## src/rtl/riscv_core_config_pkg.sv

```systemverilog
// Core configuration defaults feeding the parameters of the fetch unit.
package riscv_core_config_pkg;

  localparam int unsigned PREFETCH_DEPTH           = 4;
  localparam int unsigned PREFETCH_MAX_OUTSTANDING = 2;

endpackage

```

## src/rtl/riscv_core_types_pkg.sv

```systemverilog
// Core-wide datapath types shared by the fetch path and its consumers.
package riscv_core_types_pkg;

  localparam int unsigned XLEN = 32;
  localparam int unsigned ILEN = 32;

  // One fetched instruction together with its PC and access-fault flag.
  typedef struct packed {
    logic [ILEN-1:0] instr;
    logic [XLEN-1:0] pc;
    logic            err;
  } fetch_entry_t;

endpackage

```

## src/rtl/riscv_sync_fifo.sv

```systemverilog
// Synchronous FIFO with clear; power-of-two depth, registered head output.
module riscv_sync_fifo #(
  parameter int unsigned WIDTH = 8,
  parameter int unsigned DEPTH = 4
) (
  input  logic                       clk_i,
  input  logic                       rst_ni,
  input  logic                       clear_i,
  input  logic                       push_i,
  input  logic [WIDTH-1:0]           data_i,
  input  logic                       pop_i,
  output logic [WIDTH-1:0]           data_o,
  output logic                       empty_o,
  output logic [$clog2(DEPTH+1)-1:0] count_o
);

  localparam int unsigned PTR_W = (DEPTH > 1) ? $clog2(DEPTH) : 1;
  localparam int unsigned CNT_W = $clog2(DEPTH + 1);

  logic [WIDTH-1:0] mem_q [DEPTH];
  logic [PTR_W-1:0] wptr_q, wptr_d;
  logic [PTR_W-1:0] rptr_q, rptr_d;
  logic [CNT_W-1:0] cnt_q, cnt_d;
  logic             do_push, do_pop;

  // Pointer and occupancy update; clear wins over push and pop.
  always_comb begin
    do_pop  = pop_i && (cnt_q != '0);
    do_push = push_i && ((cnt_q != CNT_W'(DEPTH)) || do_pop);
    wptr_d  = wptr_q;
    rptr_d  = rptr_q;
    cnt_d   = cnt_q;
    if (clear_i) begin
      wptr_d = '0;
      rptr_d = '0;
      cnt_d  = '0;
    end else begin
      if (do_push) wptr_d = wptr_q + PTR_W'(1);
      if (do_pop)  rptr_d = rptr_q + PTR_W'(1);
      if (do_push && !do_pop) cnt_d = cnt_q + CNT_W'(1);
      else if (!do_push && do_pop) cnt_d = cnt_q - CNT_W'(1);
    end
  end

  // Control state: pointers and count.
  always_ff @(posedge clk_i) begin
    if (!rst_ni) begin
      wptr_q <= '0;
      rptr_q <= '0;
      cnt_q  <= '0;
    end else begin
      wptr_q <= wptr_d;
      rptr_q <= rptr_d;
      cnt_q  <= cnt_d;
    end
  end

  // Storage array; data is never reset, validity comes from the count.
  always_ff @(posedge clk_i) begin
    if (do_push && !clear_i) mem_q[wptr_q] <= data_i;
  end

  assign data_o  = mem_q[rptr_q];
  assign empty_o = (cnt_q == '0);
  assign count_o = cnt_q;

endmodule

```

## src/rtl/riscv_prefetch_buffer.sv

```systemverilog
// Instruction prefetch buffer: credit-limited sequential fetch, in-order
// response queue, and redirect handling that discards in-flight responses.
module riscv_prefetch_buffer
  import riscv_core_config_pkg::*;
  import riscv_core_types_pkg::*;
#(
  parameter int unsigned          DEPTH           = PREFETCH_DEPTH,
  parameter int unsigned          MAX_OUTSTANDING = PREFETCH_MAX_OUTSTANDING,
  parameter int unsigned          ADDR_WIDTH      = XLEN,
  parameter int unsigned          DATA_WIDTH      = ILEN,
  parameter logic [ADDR_WIDTH-1:0] RESET_VECTOR   = '0
) (
  input  logic                  clk_i,
  input  logic                  rst_ni,
  input  logic                  flush_i,
  input  logic [ADDR_WIDTH-1:0] flush_pc_i,
  output logic                  mem_req_valid_o,
  input  logic                  mem_req_ready_i,
  output logic [ADDR_WIDTH-1:0] mem_req_addr_o,
  input  logic                  mem_rsp_valid_i,
  input  logic [DATA_WIDTH-1:0] mem_rsp_data_i,
  input  logic                  mem_rsp_err_i,
  output logic                  instr_valid_o,
  input  logic                  instr_ready_i,
  output logic [DATA_WIDTH-1:0] instr_o,
  output logic [ADDR_WIDTH-1:0] instr_pc_o,
  output logic                  instr_err_o
);

  localparam int unsigned OUT_W   = $clog2(MAX_OUTSTANDING + 1);
  localparam int unsigned CNT_W   = $clog2(DEPTH + 1);
  localparam int unsigned SUM_W   = CNT_W + 1;
  localparam int unsigned ENTRY_W = DATA_WIDTH + ADDR_WIDTH + 1;

  typedef struct packed {
    logic [DATA_WIDTH-1:0] instr;
    logic [ADDR_WIDTH-1:0] pc;
    logic                  err;
  } entry_t;

  logic                  en_q, en_d;
  logic [ADDR_WIDTH-1:0] req_pc_q, req_pc_d;
  logic [ADDR_WIDTH-1:0] rsp_pc_q, rsp_pc_d;
  logic [OUT_W-1:0]      out_q, out_d;
  logic [OUT_W-1:0]      drop_q, drop_d;
  logic [OUT_W-1:0]      out_step;
  logic [ADDR_WIDTH-1:0] flush_target;
  logic [SUM_W-1:0]      credit_sum;
  logic                  req_fire, rsp_keep, rsp_drop;
  logic                  fifo_push, fifo_pop, fifo_empty;
  logic [CNT_W-1:0]      fifo_count;
  entry_t                push_entry, head_entry;
  logic [ENTRY_W-1:0]    head_bits;

  // Request issue: one credit per free queue slot, none while draining
  // stale responses or during a redirect; gated until reset has released.
  always_comb begin
    credit_sum      = SUM_W'(fifo_count) + SUM_W'(out_q);
    mem_req_valid_o = en_q && !flush_i && (drop_q == '0)
                      && (out_q < OUT_W'(MAX_OUTSTANDING))
                      && (credit_sum < SUM_W'(DEPTH));
  end

  // Next state for PCs, outstanding and drop counters.
  always_comb begin
    req_fire     = mem_req_valid_o && mem_req_ready_i;
    rsp_keep     = mem_rsp_valid_i && (drop_q == '0);
    rsp_drop     = mem_rsp_valid_i && (drop_q != '0);
    flush_target = flush_pc_i & ~ADDR_WIDTH'(3);
    out_step     = out_q;
    if (req_fire && !mem_rsp_valid_i)      out_step = out_q + OUT_W'(1);
    else if (!req_fire && mem_rsp_valid_i) out_step = out_q - OUT_W'(1);
    en_d     = 1'b1;
    out_d    = out_step;
    req_pc_d = req_pc_q;
    rsp_pc_d = rsp_pc_q;
    drop_d   = drop_q;
    if (flush_i) begin
      // Everything still in flight after this cycle belongs to the old path.
      req_pc_d = flush_target;
      rsp_pc_d = flush_target;
      drop_d   = out_step;
    end else begin
      if (req_fire) req_pc_d = req_pc_q + ADDR_WIDTH'(4);
      if (rsp_keep) rsp_pc_d = rsp_pc_q + ADDR_WIDTH'(4);
      if (rsp_drop) drop_d   = drop_q - OUT_W'(1);
    end
  end

  // Control state registers.
  always_ff @(posedge clk_i) begin
    if (!rst_ni) begin
      en_q     <= 1'b0;
      req_pc_q <= RESET_VECTOR;
      rsp_pc_q <= RESET_VECTOR;
      out_q    <= '0;
      drop_q   <= '0;
    end else begin
      en_q     <= en_d;
      req_pc_q <= req_pc_d;
      rsp_pc_q <= rsp_pc_d;
      out_q    <= out_d;
      drop_q   <= drop_d;
    end
  end

  assign mem_req_addr_o = req_pc_q;

  assign push_entry = '{instr: mem_rsp_data_i, pc: rsp_pc_q, err: mem_rsp_err_i};
  assign fifo_push  = rsp_keep && !flush_i;
  assign fifo_pop   = instr_valid_o && instr_ready_i;

  riscv_sync_fifo #(
    .WIDTH (ENTRY_W),
    .DEPTH (DEPTH)
  ) u_queue (
    .clk_i   (clk_i),
    .rst_ni  (rst_ni),
    .clear_i (flush_i),
    .push_i  (fifo_push),
    .data_i  (push_entry),
    .pop_i   (fifo_pop),
    .data_o  (head_bits),
    .empty_o (fifo_empty),
    .count_o (fifo_count)
  );

  // Head presentation; zeros when the queue is empty.
  always_comb begin
    head_entry    = head_bits;
    instr_valid_o = !fifo_empty;
    instr_o       = instr_valid_o ? head_entry.instr : '0;
    instr_pc_o    = instr_valid_o ? head_entry.pc    : '0;
    instr_err_o   = instr_valid_o ? head_entry.err   : 1'b0;
  end

endmodule

```

## config.mk

```make
export PLATFORM = sky130hd
export DESIGN_NAME = riscv_prefetch_buffer
export DESIGN_NICKNAME = d
export VERILOG_FILES = /design/src/rtl/riscv_core_config_pkg.sv /design/src/rtl/riscv_core_types_pkg.sv /design/src/rtl/riscv_sync_fifo.sv /design/src/rtl/riscv_prefetch_buffer.sv
export SDC_FILE = /design/constraint.sdc
export NUM_CORES = 1
export LEC_CHECK = 0
export ABC_AREA = 1
export CAP_MARGIN = 20
export CORE_AREA = 2 2 164 166
export DETAILED_ROUTE_END_ITERATION = 7
export DIE_AREA = 0 0 166 168
export MAX_ROUTING_LAYER = met4
export PLACE_DENSITY = 0.9
export SLEW_MARGIN = 20
export SYNTH_ARGS = -nofsm -noshare
export SYNTH_HDL_FRONTEND = slang
export SYNTH_SLANG_ARGS = --single-unit
export TNS_END_PERCENT = 10
```

## constraint.sdc

```tcl
create_clock -name clk_i -period 6.5 [get_ports clk_i]
set_input_delay 1.3 -clock clk_i [delete_from_list [all_inputs] [get_ports clk_i]]
set_output_delay 1.3 -clock clk_i [all_outputs]
set_load 0.02 [all_outputs]
```

==> metrics.yaml <==
synthToLayoutAreaGrowth_pct: 20.3
cts_buffers: 31
path_cells: "clkinv_2 -> buf_4 -> o21ai_0 -> a21oi_1 -> clkdlybuf4s50_1"
grt_pass1_wl_um: 57100
synthXorXnorAreaFrac_pct: 1.63
p_int_mw: 3.60
critPathLaunchType: "register"
synth_edf_count: 252
wl_per_cell_um: 18.0
synthSimpleGateAreaFrac_pct: 19.2
grt_pass1_vias: 11412
vias_per_cell: 5.79
final_max_slew_viol_count: 0
cap_violations: 0
htree_levels: 1
async_flop_share_pct: 0
post_cts_buffers: 0
relSlewSlack_pct: 36.0
syn_inst: 1536
slowest_delay_ns: 0.90
ys_warn_count: 0
synth_compound_area_share_pct: 11.1
clk_pin_slew_ns: 0.07
fin_crit_sh_pct: 79.3
core-area_mm2: 0.0264
synth_cell_types: 36
insertion_delay_ns: 0.57
post_cts_resized: 0
power_frac_seq_pct: 50.1
portBuffers: 163
pwr-share-comb_pct: 10.5
ys_ff_latch: 326
max-vdd-ir-drop_uv: 260
row_count: 60
rsz0062_at_grt: "no"
chipHeight_um: 168
drtIter0Drc: 1351
dr.pass1.iters: 7
cp.arrival_ns: 3.85
grt_max_degree: 80
holdWs_ns: 0.460
worst_pin_slew_ns: 0.960
required_ns: 5.20
cpMaxStageDelayCell: "clkinv_2"
cts_root_buf: "clkbuf_16"
status: "finished clean"
die_x_um: 166
yosysSeqAreaShare_pct: 62.5
pwr-share-clk_pct: 39.4
finalSetupTns_ns: 0
cp-end-kind: "output port"
syn_area_mm2: 0.0145
n_antenna_cell: 0
groute.usage.overall_pct: 26.3
synthAdderAreaFrac_pct: 0.916
hold_class: "register to register"
antenna_found_initial: 0
io_pins: 170
leakage_nw: 6.12
drc: 0
synth_top_area_cell: "edfxtp_1"
cts_hold_buf: 0
dp_hpwl_um: 22700
wirelength_um: 36600
synthMuxAreaShare_pct: 0
critPathMaxFanout: 79
synth_top_family_by_area: "simple AND/OR/NAND/NOR gates"
grt.overflow.total: 0
syn_avg_cell_area_um2: 9.43
synthFlopType: "edfxtp_1"
crit_family: "buffers and inverters"
via_count: 11799
initial_core_util_pct: 54.9
clock.fmax_mhz: 194
cts_tree: "built"
period_needed_ns: 5.15
cp_num_buf_inv: 3
clock_path_buffers: 3
ant_nets: 0
finalHoldViolations: 0
setup_viol: 0
netlist.area_leader.share_pct: 52.3
clock_sinks: 326
die-area_mm2: 0.0279
powerDensity_mw_per_mm2: 271
drive_gt1_share_pct: 4.89
synth_area_leaders: "edfxtp_1 52%, dfxtp_1 10%, nor2_1 9.7%, nand2_1 6.5%, o21ai_0 6.1%"
crit_type: "register to output port"
nets: 1755
power_switching_mw: 1.12
skew_ns: 0.0272
p_sw_share_pct: 23.8
place.gp.congestion: 0.967
fillCellCount: 1880
tightest hold or removal path: stages (launching register included):
cell	delay, ns
dfxtp_1	0.30
inv_1	0.06
a21oi_1	0.07
per-stage QoR:
step / util, % / std cells / worst slack (ns) / cell area [um^2] / power, mW
after floorplan: - / 1539 / 1.41 / 14500 / 2.67
after global placement: 62.0 / 1982 / 1.64 / 16300 / 2.88
after detailed placement: 62.0 / 1982 / 1.64 / 16300 / 2.90
after CTS: 66.1 / 2039 / 1.53 / 17400 / 4.73
after global routing: 66.1 / 2039 / 1.07 / 17400 / 4.87
final: 66.1 / 2039 / 1.35 / 17400 / 4.73
final timing paths:
path	from	slack [ns]	cells after the start	endpoint
min	u_queue.rptr_q[1]	0.46	2	register
max reg2reg	drop_q[0]	2.87	9	u_queue.mem_q[0][28]
max	register	1.35	5	instr_pc_o[21]
min reg2reg	u_queue.rptr_q[1]	0.46	2	register
power by group through the flow:
stage	clock (mW)	sequential, mW	combinational (mW)
CTS	1.88	2.37	0.491
detailed placement	0	2.41	0.486
finish	1.86	2.37	0.494
global placement	0	2.41	0.473
floorplan	0	2.40	0.263
global route	1.96	2.38	0.534
flip-flops by register name, indices dropped and copies added (netlist names), named ones only:
signal           cells
u_queue.mem_q      252
rsp_pc_q            30
en_q                 1
u_queue.count_o      3
u_queue.wptr_q       2
u_queue.rptr_q       2
drop_q               2
mem_req_addr_o      30
out_q                2
cells in the final DEF, fill, tap and decap left out, drive strengths merged, types with 7 or more instances in the layout:
cell type,instances
edfxtp,252
xor2,20
inv,91
nand4,10
buf,12
nor2,379
a31oi,19
nand2,252
a21oi,107
clkdlybuf4s50,163
o21ai,177
nor3,11
xnor2,7
dfxtp,74
ha,9
clkinv,11
clkbuf,36
nand3,41
metal layers:
layer / vias up / part of all wire, % / wire [um] / track usage (%)
met5: - / 0 / 0 / -
met4: 0 / 3.6 / 1320 / 12.4
met3: 100 / 9.9 / 3610 / 3.62
met2: 737 / 48 / 17400 / 42.1
met1: 5509 / 39 / 14300 / 33.7
li1: 5453 / - / - / -
synth_stat cells (7+ instances only):
library cell	n
nor2_1	375
edfxtp_1	252
nand2_1	250
o21ai_0	177
a21oi_1	107
inv_1	86
dfxtp_1	74
clkbuf_1	40
nand3_1	40
xor2_1	20
a31oi_1	18
buf_2	14
buf_1	11
nor3_1	10
ha_1	9
nand4_1	9
xnor2_1	7
cell families (layout without fill, tap and decap cells):
| logic type | Yosys count | after routing |
|---|---|---|
| DFF | 326 | 326 |
| adders and majority gates | 10 | 10 |
| and+or+nand+nor | 698 | 698 |
| other | 1 | 4 |
| xor gates and xnor gates | 27 | 27 |
| AOI/OAI and AO/OA | 310 | 310 |
| buffers and inverters | 164 | 323 |
area by class of cell:
type,count,area (um^2),share of cell area (%)
repair buffers,175,1720,9.89
multi-input cells,1049,4790,27.5
clock buffers,36,825,4.74
flip-flops and latches,326,9060,52.0
clock inverters,21,243,1.39
well taps,341,427,2.45
inverters,91,348,2.00
Power figures use the tool's default switching activity.
